===== config.mk =====
export PLATFORM = sky130hd
export DESIGN_NAME = fir_tap_sequencer
export DESIGN_NICKNAME = d
export VERILOG_FILES = /design/src/rtl/fir_tap_sequencer.sv
export SDC_FILE = /design/constraint.sdc
export NUM_CORES = 1
export LEC_CHECK = 0
export CAP_MARGIN = 20
export CORE_MARGIN = 5
export CORE_UTILIZATION = 52
export CTS_CLUSTER_DIAMETER = 150
export DETAILED_ROUTE_END_ITERATION = 12
export PLACE_DENSITY = 0.83
export SLEW_MARGIN = 20
export SYNTH_ARGS = -nofsm -noshare
export SYNTH_HDL_FRONTEND = slang
export SYNTH_SLANG_ARGS = --single-unit

===== constraint.sdc =====
create_clock -name clk -period 3.07 [get_ports clk]
set_input_delay 0.614 -clock clk [delete_from_list [all_inputs] [get_ports clk]]
set_output_delay 0.614 -clock clk [all_outputs]
set_load 0.01 [all_outputs]

===== src/rtl/fir_tap_sequencer.sv =====
// FIR tap sequencer: accepts a sample, sweeps LENGTH taps through delay line/coef/MAC, drains MAC_LAT, holds result.
// Latency: out_valid LENGTH+MAC_LAT+1 cycles after accept; backpressure holds DONE until out_ready.
module fir_tap_sequencer #(
  parameter int LENGTH  = 64,
  parameter int ADDR_W  = 6,
  parameter int MAC_LAT = 2
) (
  input  logic              clk,
  input  logic              rst_n,
  input  logic              in_valid,
  output logic              in_ready,
  output logic              sr_shift,
  output logic [ADDR_W-1:0] sr_address,
  output logic [ADDR_W-1:0] coef_address,
  output logic              mac_clear,
  output logic              mac_en,
  output logic              out_valid,
  input  logic              out_ready,
  output logic              busy
);

  if (LENGTH < 2 || LENGTH > 2**ADDR_W || MAC_LAT < 0 || MAC_LAT > 15) begin : g_param_check
    $error("fir_tap_sequencer: illegal LENGTH/ADDR_W/MAC_LAT combination");
  end

  typedef enum logic [1:0] {IDLE, CALC, DRAIN, DONE} state_e;

  // Compare against the last tap rather than counting past it, so LENGTH == 2**ADDR_W never wraps.
  localparam logic [ADDR_W-1:0] LAST_TAP   = ADDR_W'(LENGTH - 1);
  localparam logic [3:0]        DRAIN_INIT = 4'((MAC_LAT > 0) ? MAC_LAT - 1 : 0);

  state_e            state_q, state_d;
  logic [ADDR_W-1:0] tap_q, tap_d;
  logic [3:0]        drain_q, drain_d;

  always_ff @(posedge clk or negedge rst_n) begin
    if (!rst_n) begin
      state_q <= IDLE;
      tap_q   <= '0;
      drain_q <= '0;
    end else begin
      state_q <= state_d;
      tap_q   <= tap_d;
      drain_q <= drain_d;
    end
  end

  always_comb begin
    state_d      = state_q;
    tap_d        = tap_q;
    drain_d      = drain_q;
    in_ready     = 1'b0;
    mac_en       = 1'b0;
    mac_clear    = 1'b0;
    out_valid    = 1'b0;
    sr_address   = '0;
    coef_address = '0;
    case (state_q)
      IDLE: begin
        in_ready = 1'b1;
        if (in_valid) begin
          state_d = CALC;
          tap_d   = '0;
        end
      end
      CALC: begin
        mac_en       = 1'b1;
        sr_address   = tap_q;
        coef_address = tap_q;
        mac_clear    = (tap_q == '0);
        if (tap_q == LAST_TAP) begin
          tap_d = '0;
          if (MAC_LAT == 0) begin
            state_d = DONE;
          end else begin
            state_d = DRAIN;
            drain_d = DRAIN_INIT;
          end
        end else begin
          tap_d = tap_q + ADDR_W'(1);
        end
      end
      DRAIN: begin
        if (drain_q == 4'd0) begin
          state_d = DONE;
        end else begin
          drain_d = drain_q - 4'd1;
        end
      end
      DONE: begin
        out_valid = 1'b1;
        in_ready  = out_ready;
        // Handshake with a waiting sample restarts the sweep with no idle bubble.
        if (out_ready) begin
          if (in_valid) begin
            state_d = CALC;
            tap_d   = '0;
          end else begin
            state_d = IDLE;
          end
        end
      end
      default: state_d = IDLE;
    endcase
  end

  assign sr_shift = in_valid & in_ready;
  assign busy     = (state_q != IDLE);

endmodule

=== Word-level counts from Yosys, hierarchy flattened ===
Index checks and enable logic that the tools add are counted.

* Add/subtract/negate cells: 2
* Multiply operators: 0
* Divide/modulo/power cells: 0
* Order comparisons: 0
* Equality and inequality tests: 9
* Shift-type cells: 0
* Mux-type cells: 18
* Bitwise logic cells: 1
* Reduce and logical (&&, ||, !) cells: 9

{| class="wikitable"
|+ Operators by type and width
! kind !! count
|-
| $mux 6 || 4
|-
| $pmux 6 s3 || 1
|-
| $ne 2x2->1 const B || 5
|-
| $mux 2 || 4
|-
| $mux 4 || 2
|-
| $pmux 2 s4 || 1
|-
| $pmux 4 s2 || 1
|-
| $add 6x1->6 const B || 1
|-
| $eq 6x6->1 const B || 1
|-
| $logic_not 6->1 || 1
|-
| $eq 2x2->1 const B || 2
|-
| $logic_not 4->1 || 1
|-
| $mux 1 || 4
|-
| $reduce_and 4->1 || 1
|-
| $reduce_bool 2->1 || 2
|-
| $sub 4x1->4 const B || 1
|-
| $reduce_and 3->1 || 1
|-
| $reduce_bool 3->1 || 1
|-
| $eq 2x1->1 const B || 1
|-
| $logic_not 2->1 || 1
|-
| $pmux 1 s2 || 1
|-
| $reduce_and 2->1 || 1
|-
| $and 1x1->1 || 1
|}

* Flip-flop bits (word level): 12
* Latch bits: 0
* Bits in writable memories: 0
* Memory bits (read-only): 0
* Bits of input ports: 4
* Output and inout bits: 18
* Logic and storage cells: 42
* Memories: 0

=== Logic depth before layout (Yosys ltp) ===
Gate-level depths: netlist of the first run.

* Depth after elaboration: 3
* Depth in mapped cells: 8
* Depth with buffers taken out: 6

=== Worst setup path after synthesis of the first run ===
Ideal clock, no wire load.

* Kind: register -> output
* From: register state_q[1]
* To: output port sr_address[4]
* Arrival time: 1333 ps
* Data required time: 2456 ps
* Path slack: 1123 ps
* Cell stages (with the launch flop): 6
* Buffers on the path: 2
* Cell sequence: dfrtp_1 > inv_1 > ha_1 > clkbuf_1 > and2_1 > buf_4

* Longest elaborated chain between the ends: 2

{| class="wikitable"
|+ Ends and longest elaborated chain
! what !! line !! source
|-
| start: declaration || 32 || <nowiki>state_e state_q, state_d;</nowiki>
|-
| start signal: assignment || 42 || <nowiki>state_q <= state_d;</nowiki>
|-
| $eq 2x1->1 || -- ||
|-
| $mux 6 || -- ||
|-
| end: declaration || 13 || <nowiki>output logic [ADDR_W-1:0] sr_address,</nowiki>
|}

Every way passes these cells.

=== Worst setup path in the final report of the first run ===
* From: register state_q[1]
* To: output port coef_address[0]

* Longest elaborated chain between the ends: 2

{| class="wikitable"
|+ Ends and longest elaborated chain
! what !! line !! source
|-
| $eq 2x1->1 || 58 || <nowiki>case (state_q)</nowiki>
|-
| $mux 6 || 58 ||
|-
| end: declaration || 14 || <nowiki>output logic [ADDR_W-1:0] coef_address,</nowiki>
|}

Every way passes these cells.

==> results.ini, run 1 <==
[timing]
fin_crit_ns=2.799
maxSlewViolCount=0
max-slew-margin-rel_pct=63.34
rsz0062_at_grt=false
hold_viol_final=0
skew_ns=0.004684
max_freq_mhz=357.2
min_period_over_period_pct=91.19
fin_setup_tns_ns=0
worstMarginPinSlew_ns=0.5481
setup_violations=0

[floorplanning]
coreArea_mm2=0.001689
ios=22
die_area_mm2=0.002662
dieHeight_um=51.60
die_x_um=51.60
rows=15
initial_core_util_pct=53.26

[global_route]
track_usage_pct=15.65
grt_first_pass_wirelength_um=3098
grt_pass1_vias=723
overflow=0
antenna_found_initial=0
grt_max_degree=13

[critical_path]
cp.buffers_inverters=3
path_class=reg -> out
critPathMaxStageDelay_ns=0.57
path_max_fanout=12
cpMaxStageDelayCell=clkdlybuf4s50_1
worstSetupEndpointType=output pin
cp.required_ns=2.46
crit_family=buffers and inverters
cpMostUsedCell=inv_1
critical_path.cell_chain=inv_1 > ha_1 > inv_1 > nor2_1 > clkdlybuf4s50_1
crit_arrival_ns=2.19
start_kind=register

[yosys]
async_flop_share_pct=100.0
yosys_warnings=0
synth_nets=111
synth_top_flop_cell=dfrtp_1
synth_edf_count=0
synth_top_area_share_pct=33.38
synth.avg_cell_area_um2=9.087
ys_ff_latch=12
synthTopCellsByArea=dfrtp_1 33%, ha_1 11%, buf_4 5.0%, o21ai_0 4.5%, a22o_1 3.9%
yosysSeqAreaShare_pct=33.38
synth.distinct_cells=34
yosys.area.top_type=dfrtp_1
synth_cells=99
syn_area_um2=899.6

[final_layout]
regArea_um2=300.3
area_growth_pct=23.92
drive_above_1_share_pct=8.621
multi_input_area_um2=516.7
layout_commonest_cell=clkdlybuf4s50_1
nets=129
final_cell_mix=21 x clkdlybuf4s50_1, 12 x dfrtp_1
fillers=143
final_area_mm2=0.001115
diodes=0

[detailed_routing]
drtPass1Iterations=4
routed_wirelength_um=1899
viasPerCell=5.752
drc=0
dr_total_vias=765
drt.antenna.violating_nets=0
wl_per_cell_um=14.28
drt_iter0_markers=10

[clocking]
cts_tree=yes
cts-root-buf=clkbuf_4
path_clk_slew_ns=0.08
cts_sinks=12
ctsResizeCount=0
cts_buffers=3
holdBufCountCts=0
clock_latency_ns=0.28
post_cts.repair.setup_buffers=0
htreeDepth=1
clock_path_buffers=2

[job]
drv_cap=0

[status]
status=finished, final reports clean

[pwr]
p_leak_nw=0.4948
vdd.ir_drop.worst_mv=0.5795
power_density_mw_per_mm2=842.8

[placed_design]
io_buffer_count=21
gp_congestion=0.7476
place_area_mm2=0.001079
place_hpwl_um=1412

[min_path]
worstHoldPathType=reg -> reg

==> worst reg2reg max path: stages, from the launching register on <==
cell and delay (ns):
dfrtp_1 0.42, inv_1 0.10, ha_1 0.33, inv_1 0.24, a31oi_4 0.07, or4_4 0.58
mux2_4 0.31
==> registers in the layout, summed over array words and instances, names as in the netlist <==
signal	count
tap_q	6
drain_q	4
state_q	2
==> path summary, 6_finish.rpt <==
check	startpoint	to	cells past startpoint	slack, ns
hold reg to reg	drain_q[1]	drain_q[1]	1	0.53
max in group asynchronous	rst_n	tap_q[4]	1	2.03
setup / recovery	state_q[1]	coef_address[0]	5	0.27
hold / removal	drain_q[1]	drain_q[1]	1	0.53
setup reg to reg	state_q[1]	state_q[1]	6	0.92
min in group asynchronous	rst_n	tap_q[5]	1	0.68
==> area by class of cell <==
type	count	share of cell area (%)
timing repair buffer	21	18.86
clock buffer	4	3.255
inverter	8	2.694
tap	17	1.908
multi-input combinational	71	46.35
sequential	12	26.94
==> through the flow <==
stage / hold slack [ns] / total power, mW / std cells / setup slack [ns] / utilization (%)
3_5_place_dp: 0.5162 / 0.8107 / 129 / 0.4952 / 63.85
5_1_grt: 0.5555 / 1.016 / 133 / 0.08907 / 66.00
2_1_floorplan: 0.3184 / 0.6318 / 99 / 1.123 / -
4_1_cts: 0.5344 / 0.9442 / 133 / 0.2527 / 66.00
6_report: 0.5313 / 0.9396 / 133 / 0.2706 / 66.00
3_3_place_gp: 0.5079 / 0.7915 / 129 / 0.5237 / 63.85
==> power by group <==
part / internal, mW / total [mW] / leakage, nW / switching (mW)
Clock: 0.0722 / 0.130 / 0.0210 / 0.0580
Combinational: 0.273 / 0.563 / 0.316 / 0.289
Sequential: 0.206 / 0.247 / 0.158 / 0.0412
==> per-layer routing <==
| layer | global-route usage (%) | wire length, um | share of wire [%] | vias up |
|---|---|---|---|---|
| met5 | 0 | 0 | 0 | - |
| met4 | 7.860 | 37 | 1.9 | 0 |
| met3 | 4.011 | 116 | 6.1 | 5 |
| met2 | 25.64 | 951 | 50 | 28 |
| met1 | 18.85 | 794 | 42 | 355 |
| li1 | - | - | - | 377 |
==> synthesized netlist by cell type, types with 2 or more instances <==
cell,n
a21oi_1,4
a22o_1,4
and2_1,5
and3_1,3
buf_4,6
clkbuf_1,2
dfrtp_1,12
ha_1,8
inv_1,8
nand2_1,3
nand2b_1,3
nand3_1,2
nor2_1,8
nor2b_1,3
o21ai_0,8
or2b_1,2
==> cell families (layout without fill, tap and decap cells) <==
kind of cell / Yosys count / count (layout) / share of synthesized area, %
buffers and inverters: 16 / 33 / 9.180
and+or+nand+nor: 36 / 36 / 23.37
muxes: 2 / 2 / 2.920
DFF: 12 / 12 / 33.38
adders and majority gates: 8 / 8 / 11.13
AOI/OAI and AO/OA: 25 / 25 / 20.03
(Power assumes the default switching activity.)
==> run 2, diff against run 1 <==
- SETUP_SLACK_MARGIN: default -> 0.05
==> results of run 2 <==
The final DEF is identical to that of run 1; final timing and power are the same.
==> run 3, diff against run 2 <==
- ABC_CLOCK_PERIOD_IN_PS: default -> 3070
==> results of run 3 <==
The final DEF is identical to that of run 1; final timing and power are the same.
